**src/rtl/jmb_window_ctrl_if.sv**
```systemverilog
// Stream/window handshake bundle for the 9x9 window controller.
// The slave modport faces the controller; the master modport faces the environment.
interface jmb_window_ctrl_if;
  logic        s_valid;
  logic        s_sof;
  logic        s_ready;
  logic        m_ready;
  logic        win_enable;
  logic        win_valid;
  logic [15:0] center_col;
  logic [15:0] center_row;
  logic        frame_busy;
  logic        frame_done;
  logic        sof_err;

  modport slave (
    input  s_valid, s_sof, m_ready,
    output s_ready, win_enable, win_valid,
    output center_col, center_row,
    output frame_busy, frame_done, sof_err
  );

  modport master (
    output s_valid, s_sof, m_ready,
    input  s_ready, win_enable, win_valid,
    input  center_col, center_row,
    input  frame_busy, frame_done, sof_err
  );
endinterface

```
**src/rtl/jmb_window_ctrl.sv**
```systemverilog
// Frame/raster controller for a 9x9 sliding-window datapath.
// Define JMB_WINDOW_CTRL_RESYNC_EN to restart the frame on a mid-frame s_sof.
module jmb_window_ctrl #(
  parameter int image_width  = 10,
  parameter int image_height = 10
) (
  input logic           clock,
  input logic           reset_n,
  jmb_window_ctrl_if.slave bus
);

  typedef enum logic [1:0] {
    IDLE,
    ACTIVE,
    DONE
  } state_t;

  localparam logic [15:0] LAST_COL = 16'(image_width - 1);
  localparam logic [15:0] LAST_ROW = 16'(image_height - 1);

  state_t      state_q, state_d;
  logic [15:0] col_q, row_q;
  logic [15:0] col_d, row_d;
  logic [15:0] pix_col, pix_row;
  logic        accept;
  logic        resync;
  logic        sof_hit;
  logic        win_en;
  logic        wv_d;
  logic        win_valid_q;
  logic        sof_err_q;
  logic [15:0] ccol_q, crow_q;

  assign bus.s_ready = reset_n && bus.m_ready
                     && (state_q != DONE);
  assign accept = bus.s_valid && bus.s_ready;

`ifdef JMB_WINDOW_CTRL_RESYNC_EN
  assign resync = bus.s_sof;
`else
  assign resync = 1'b0;
`endif

  always_ff @(posedge clock or negedge reset_n) begin
    if (!reset_n) begin
      state_q <= IDLE;
      col_q   <= '0;
      row_q   <= '0;
    end else begin
      state_q <= state_d;
      col_q   <= col_d;
      row_q   <= row_d;
    end
  end

  always_comb begin
    state_d = state_q;
    col_d   = col_q;
    row_d   = row_q;
    pix_col = col_q;
    pix_row = row_q;
    win_en  = 1'b0;
    sof_hit = 1'b0;
    unique case (state_q)
      IDLE: begin
        if (accept && bus.s_sof) begin
          win_en  = 1'b1;
          pix_col = '0;
          pix_row = '0;
          col_d   = 16'd1;
          row_d   = '0;
          state_d = ACTIVE;
        end
      end
      ACTIVE: begin
        if (accept) begin
          win_en = 1'b1;
          if (resync) begin
            // restart: this beat is pixel (0,0)
            sof_hit = 1'b1;
            pix_col = '0;
            pix_row = '0;
            col_d   = 16'd1;
            row_d   = '0;
          end else if (col_q != LAST_COL) begin
            col_d = col_q + 16'd1;
          end else if (row_q != LAST_ROW) begin
            col_d = '0;
            row_d = row_q + 16'd1;
          end else begin
            col_d   = '0;
            row_d   = '0;
            state_d = DONE;
          end
        end
      end
      DONE: state_d = IDLE;
      default: state_d = IDLE;
    endcase
  end

  assign wv_d = win_en && (pix_row >= 16'd8)
              && (pix_col >= 16'd8);

  always_ff @(posedge clock or negedge reset_n) begin
    if (!reset_n) begin
      win_valid_q <= 1'b0;
      sof_err_q   <= 1'b0;
      ccol_q      <= '0;
      crow_q      <= '0;
    end else begin
      win_valid_q <= wv_d;
      sof_err_q   <= sof_hit;
      if (wv_d) begin
        ccol_q <= pix_col - 16'd4;
        crow_q <= pix_row - 16'd4;
      end
    end
  end

  assign bus.win_enable = win_en;
  assign bus.win_valid  = win_valid_q;
  assign bus.center_col = ccol_q;
  assign bus.center_row = crow_q;
  assign bus.frame_busy = (state_q == ACTIVE);
  assign bus.frame_done = (state_q == DONE);
  assign bus.sof_err    = sof_err_q;

endmodule

```
**src/flat_wrapper.sv**
```systemverilog
// flat-port wrapper written by rule: the top's interface ports become plain ports
module jmb_window_ctrl_flat 
#(
  parameter int image_width  = 10,
  parameter int image_height = 10
)
  (clock, reset_n, bus_s_valid, bus_s_sof, bus_m_ready, bus_s_ready, bus_win_enable, bus_win_valid, bus_center_col, bus_center_row, bus_frame_busy, bus_frame_done, bus_sof_err);
  jmb_window_ctrl_if bus_i ();
  input logic clock;
  input logic reset_n;
  input wire logic [$bits(bus_i.s_valid)-1:0] bus_s_valid;
  input wire logic [$bits(bus_i.s_sof)-1:0] bus_s_sof;
  input wire logic [$bits(bus_i.m_ready)-1:0] bus_m_ready;
  output wire logic [$bits(bus_i.s_ready)-1:0] bus_s_ready;
  output wire logic [$bits(bus_i.win_enable)-1:0] bus_win_enable;
  output wire logic [$bits(bus_i.win_valid)-1:0] bus_win_valid;
  output wire logic [$bits(bus_i.center_col)-1:0] bus_center_col;
  output wire logic [$bits(bus_i.center_row)-1:0] bus_center_row;
  output wire logic [$bits(bus_i.frame_busy)-1:0] bus_frame_busy;
  output wire logic [$bits(bus_i.frame_done)-1:0] bus_frame_done;
  output wire logic [$bits(bus_i.sof_err)-1:0] bus_sof_err;
  assign bus_i.s_valid = bus_s_valid;
  assign bus_i.s_sof = bus_s_sof;
  assign bus_i.m_ready = bus_m_ready;
  assign bus_s_ready = bus_i.s_ready;
  assign bus_win_enable = bus_i.win_enable;
  assign bus_win_valid = bus_i.win_valid;
  assign bus_center_col = bus_i.center_col;
  assign bus_center_row = bus_i.center_row;
  assign bus_frame_busy = bus_i.frame_busy;
  assign bus_frame_done = bus_i.frame_done;
  assign bus_sof_err = bus_i.sof_err;
  jmb_window_ctrl #(.image_width(image_width), .image_height(image_height)) u_core (.clock(clock), .reset_n(reset_n), .bus(bus_i));
endmodule
```
**config.mk**
```make
export PLATFORM = sky130hd
export DESIGN_NAME = jmb_window_ctrl_flat
export DESIGN_NICKNAME = d
export VERILOG_FILES = /design/src/rtl/jmb_window_ctrl_if.sv /design/src/rtl/jmb_window_ctrl.sv /design/src/flat_wrapper.sv
export SDC_FILE = /design/constraint.sdc
export NUM_CORES = 1
export LEC_CHECK = 0
export BUFFER_PORTS_ARGS = -buffer_cell sky130_fd_sc_hd__buf_2
export CAP_MARGIN = 20
export CORE_MARGIN = 3
export CORE_UTILIZATION = 59
export CTS_CLUSTER_SIZE = 25
export DETAILED_ROUTE_END_ITERATION = 7
export GPL_TIMING_DRIVEN = 1
export PLACE_DENSITY = 0.8
export SYNTH_ARGS = -nofsm -noshare
export SYNTH_HDL_FRONTEND = slang
export SYNTH_SLANG_ARGS = --single-unit
```
**constraint.sdc**
```tcl
create_clock -name clock -period 3.4 [get_ports clock]
set_input_delay 0.17 -clock clock [delete_from_list [all_inputs] [get_ports clock]]
set_output_delay 0.17 -clock clock [all_outputs]
set_load 0.03 [all_outputs]
```
==> report_table.html <==
<table>
<tr><th>Metric</th><th>Value</th></tr>
<tr><th colspan="2">Outcome</th></tr>
<tr><td>Result of the run</td><td>complete, no violations</td></tr>
<tr><th colspan="2">STA</th></tr>
<tr><td>RSZ-0062 raised after global routing</td><td>false</td></tr>
<tr><td>Relative slew margins</td><td>a little over a quarter</td></tr>
<tr><td>Final-report setup violation count</td><td>0</td></tr>
<tr><td>Worst Clk Skew</td><td>7.35 ps</td></tr>
<tr><td>Hold Violations, Final</td><td>0</td></tr>
<tr><td>F_max</td><td>325 MHz</td></tr>
<tr><td>Worst hold slack</td><td>291 ps</td></tr>
<tr><td>Crit share post-route</td><td>90.5%</td></tr>
<tr><td>Setup TNS</td><td>0 ps</td></tr>
<tr><td>Transition time of the tightest slew-check pin</td><td>1090 ps</td></tr>
<tr><td>Final Critical Period</td><td>slightly above 3000 ps</td></tr>
<tr><td>Count of final max-slew check failures</td><td>0</td></tr>
<tr><th colspan="2">Critical path</th></tr>
<tr><td>Arrival time worst endpoint</td><td>roughly 3300 ps</td></tr>
<tr><td>Slowest cell on the critical path</td><td>sky130_fd_sc_hd__or4b_1</td></tr>
<tr><td>Crit path launch type</td><td>input port</td></tr>
<tr><td>Worst reg-to-reg path cell count</td><td>7</td></tr>
<tr><td>CP Cell Sequence</td><td>dlygate4sd3_1 &gt; buf_2 &gt; nand3_1 &gt; or4b_1 &gt; nand2_1 &gt; ha_1 &gt; nand3_1 &gt; o311ai_0 &gt; nand3_1 &gt; mux2_1</td></tr>
<tr><td>Most frequent cell on the critical path</td><td>sky130_fd_sc_hd__nand3_1</td></tr>
<tr><td>Highest net fanout along the worst path</td><td>12</td></tr>
<tr><td>Required time at the worst-slack endpoint</td><td>3630 ps</td></tr>
<tr><td>Kind of critical path</td><td>input port to register</td></tr>
<tr><td>Setup crit end kind</td><td>register</td></tr>
<tr><td>Slowest stage delay, CP</td><td>roughly 680 ps</td></tr>
<tr><th colspan="2">Die</th></tr>
<tr><td>Core Box Area</td><td>between 0.006 and 0.007 mm^2</td></tr>
<tr><td>Die width</td><td>88.1 um</td></tr>
<tr><td>Die boundary height</td><td>88.1 um</td></tr>
<tr><td>Effective utilization at floorplan</td><td>61.6%</td></tr>
<tr><td>IO Count</td><td>43</td></tr>
<tr><td>Row cnt</td><td>29</td></tr>
<tr><td>Die Footprint</td><td>between 0.007 and 0.008 mm^2</td></tr>
<tr><th colspan="2">Worst hold path</th></tr>
<tr><td>Worst hold path class</td><td>input port to register</td></tr>
<tr><td>Hold Path Depth</td><td>4</td></tr>
<tr><th colspan="2">Clock tree</th></tr>
<tr><td>Post-CTS setup buffers</td><td>0</td></tr>
<tr><td>Buffer type at the clock tree root</td><td>sky130_fd_sc_hd__clkbuf_8</td></tr>
<tr><td>TritonCTS Buffers</td><td>9</td></tr>
<tr><td>Reg clk slew, reported paths</td><td>~70 ps</td></tr>
<tr><td>Number of gates resized after CTS</td><td>0</td></tr>
<tr><td>Clock tree from TritonCTS</td><td>done</td></tr>
<tr><td>H-tree levels</td><td>3</td></tr>
<tr><td>Total number of clock tree sinks</td><td>between 60 and 70</td></tr>
<tr><td>Clock insertion delay at the later pin of the skew report</td><td>350 ps</td></tr>
<tr><td>Maximum root-to-sink buffer count</td><td>2</td></tr>
<tr><th colspan="2">GRT</th></tr>
<tr><td>Initial antenna violation count</td><td>0</td></tr>
<tr><td>Maximum number of pins on one net before global-route repair</td><td>37</td></tr>
<tr><td>Global-route usage over all layers</td><td>roughly a quarter</td></tr>
<tr><td>Vias in the first global route</td><td>3006</td></tr>
<tr><td>Wire length of the first global-routing pass</td><td>15200 um</td></tr>
<tr><td>Overflow left after global routing</td><td>0</td></tr>
<tr><th colspan="2">Synth</th></tr>
<tr><td>Cell taking the most area after synthesis</td><td>sky130_fd_sc_hd__dfrtp_1</td></tr>
<tr><td>Flip-flop and latch count after synthesis</td><td>67</td></tr>
<tr><td>Sequential area share after synthesis</td><td>42.2%</td></tr>
<tr><td>Number of flops mapped to enable cells by yosys</td><td>0</td></tr>
<tr><td>Number of warnings reported in the yosys synthesis log</td><td>0</td></tr>
<tr><td>Post-synthesis cell area</td><td>around 0.0040 mm^2</td></tr>
<tr><td>Portion of synthesized cell area occupied by the leading cell type</td><td>42.2%</td></tr>
<tr><td>Top-count cell post-synth</td><td>sky130_fd_sc_hd__dfrtp_1</td></tr>
<tr><td>Main area contributors after synthesis</td><td>sky130_fd_sc_hd__dfrtp_1, sky130_fd_sc_hd__mux2_1, sky130_fd_sc_hd__nand2_1</td></tr>
<tr><td>Ranking of synthesized cells by instance count</td><td>sky130_fd_sc_hd__dfrtp_1, sky130_fd_sc_hd__nand2_1, sky130_fd_sc_hd__nor2_1, sky130_fd_sc_hd__a21oi_1, sky130_fd_sc_hd__clkbuf_1</td></tr>
<tr><td>Share of synthesized registers carrying an async set or reset</td><td>100%</td></tr>
<tr><td>Mean instance size in the synthesized netlist</td><td>9.08 um^2</td></tr>
<tr><td>Syn nets</td><td>around 450</td></tr>
<tr><td>Number of distinct standard cells referenced by the synthesized netlist</td><td>58</td></tr>
<tr><td>Synth Instances</td><td>roughly 440</td></tr>
<tr><td>Post-synth top flop</td><td>sky130_fd_sc_hd__dfrtp_1</td></tr>
<tr><th colspan="2">Routing</th></tr>
<tr><td>Residual antenna-violating net count after detailed routing</td><td>0</td></tr>
<tr><td>Routed Wire Length</td><td>about 9300 um</td></tr>
<tr><td>Detail-routed via count per cell</td><td>6.15</td></tr>
<tr><td>Number of iterations in the first detailed-routing pass</td><td>5</td></tr>
<tr><td>Average wire per standard cell</td><td>17.2 um</td></tr>
<tr><td>Violation count after the first detailed-route iteration</td><td>327</td></tr>
<tr><td>Routed vias</td><td>between 3000 and 4000</td></tr>
<tr><td># DRC</td><td>0</td></tr>
<tr><th colspan="2">Layout</th></tr>
<tr><td>Number of nets in the layout</td><td>between 400 and 500</td></tr>
<tr><td>Antenna diodes</td><td>0</td></tr>
<tr><td>Layout cells sized above 1</td><td>16.9%</td></tr>
<tr><td>Total area of multi-input combinational cells</td><td>0.00205 mm^2</td></tr>
<tr><td>Filler instances</td><td>515</td></tr>
<tr><td>Synthesis-to-finish area growth</td><td>10.1%</td></tr>
<tr><td>FF/Latch Area</td><td>0.00168 mm^2</td></tr>
<tr><th colspan="2">Place</th></tr>
<tr><td>HPWL Detailed</td><td>6480 um</td></tr>
<tr><td>Count of buffers inserted at the top-level ports</td><td>just over 40</td></tr>
<tr><td>Placer's final routability congestion estimate</td><td>a little under 0.9</td></tr>
<tr><th colspan="2">Power</th></tr>
<tr><td>LEAKAGE</td><td>about 2.1 nW</td></tr>
<tr><td>VDD IR max</td><td>around 0.25 mV</td></tr>
<tr><td>Total power per unit cell area</td><td>581 mW/mm^2</td></tr>
<tr><th colspan="2">Job</th></tr>
<tr><td>Max-cap violations</td><td>0</td></tr>
</table>
-- sequential cells by signal (all words and copies together), names as in the netlist --
signal,count
u_core.state_q,2
u_core.bus.center_col,16
u_core.row_q,16
u_core.bus.win_valid,1
u_core.bus.center_row,16
u_core.col_q,16
-- layout by cell type (no fill, tap or decap), drive strengths merged, types with 3 or more instances in the layout --
| master | count |
|---|---|
| nand2 | 43 |
| nand4 | 7 |
| or3 | 4 |
| and3 | 4 |
| clkinv | 3 |
| ha | 8 |
| mux2 | 23 |
| xnor2 | 9 |
| nand2b | 5 |
| nand3 | 24 |
| o211ai | 3 |
| a41oi | 3 |
| nor4b | 3 |
| o21ai | 20 |
| nor4 | 10 |
| a31oi | 3 |
| dfrtp | 67 |
| o31ai | 3 |
| or4 | 8 |
| clkbuf | 11 |
| mux2i | 12 |
| buf | 50 |
| o21a | 4 |
| nor2 | 39 |
| nor3 | 11 |
| inv | 22 |
| xor2 | 12 |
| a21oi | 26 |
-- report_power, final --
part,switching (mW),internal (mW)
clock,0.306,0.355
sequential,0.131,0.933
combinational,0.530,0.288
-- area by class of cell --
class,instances,share of cell area (%)
multi-input cells,311,46.7
flip-flops and latches,67,38.3
clock inverters,5,1.20
well taps,77,2.20
repair buffers,51,6.46
inverters,22,1.89
clock buffers,11,3.23
-- final timing paths --
kind                                                 startpoint                                     to  slack (ps)
min in group asynchronous                               reset_n  u_core.bus.center_row[10]$_DFFE_PN0P_         470
max in group asynchronous                               reset_n   u_core.bus.center_row[7]$_DFFE_PN0P_        2100
hold reg to reg            u_core.bus.center_col[8]$_DFFE_PN0P_   u_core.bus.center_col[8]$_DFFE_PN0P_         490
hold / removal                                      bus_m_ready          u_core.state_q[0]$_DFFE_PN0P_         290
setup / recovery                                        reset_n  u_core.bus.center_col[14]$_DFFE_PN0P_         320
setup reg to reg                  u_core.state_q[0]$_DFFE_PN0P_  u_core.bus.center_col[14]$_DFFE_PN0P_         550
-- through the flow --
stage	total power, mW	setup slack [ps]	util [%]	area, um^2	cells
6_report	2.54	324	67.8	4380	544
5_1_grt	2.68	132	67.8	4380	544
4_1_cts	2.55	338	67.8	4380	544
3_5_place_dp	1.88	633	64.6	4170	527
3_3_place_gp	1.86	754	64.6	4170	527
2_1_floorplan	1.65	809	-	3980	438
-- critical path, delay by kind of cell --
kind | cells | cell delay, ps
buf+inv | 2 | 670
mux | 1 | 310
compound gates | 1 | 410
fa+ha+maj | 1 | 410
simple gates | 5 | 1320
-- layer usage --
layer	vias up	share of wire (%)	GRT usage, %
met1	1603	47	38.2
met2	148	45	37.0
met4	0	1.5	9.07
met5	-	0	0
li1	1585	-	-
met3	12	6.8	4.14
-- kinds of logic (layout without fill, tap and decap cells) --
| family | Yosys count | after routing | synth area share, % |
|---|---|---|---|
| simple gates | 169 | 169 | 22.2 |
| compound gates | 77 | 77 | 12.3 |
| flops | 67 | 67 | 42.2 |
| buf+inv | 60 | 89 | 6.57 |
| mux | 35 | 35 | 9.53 |
| xor+xnor | 21 | 21 | 4.62 |
| fa+ha+maj | 8 | 8 | 2.52 |
| other cells | 1 | 1 | 0.0943 |
-- what timing repair did --
item	CTS	global route
endpoints found under the setup margin	0	0
hold buffers	1	0
hold endpoints to repair	32	0
No activity file was read; power rests on OpenSTA's default activity.
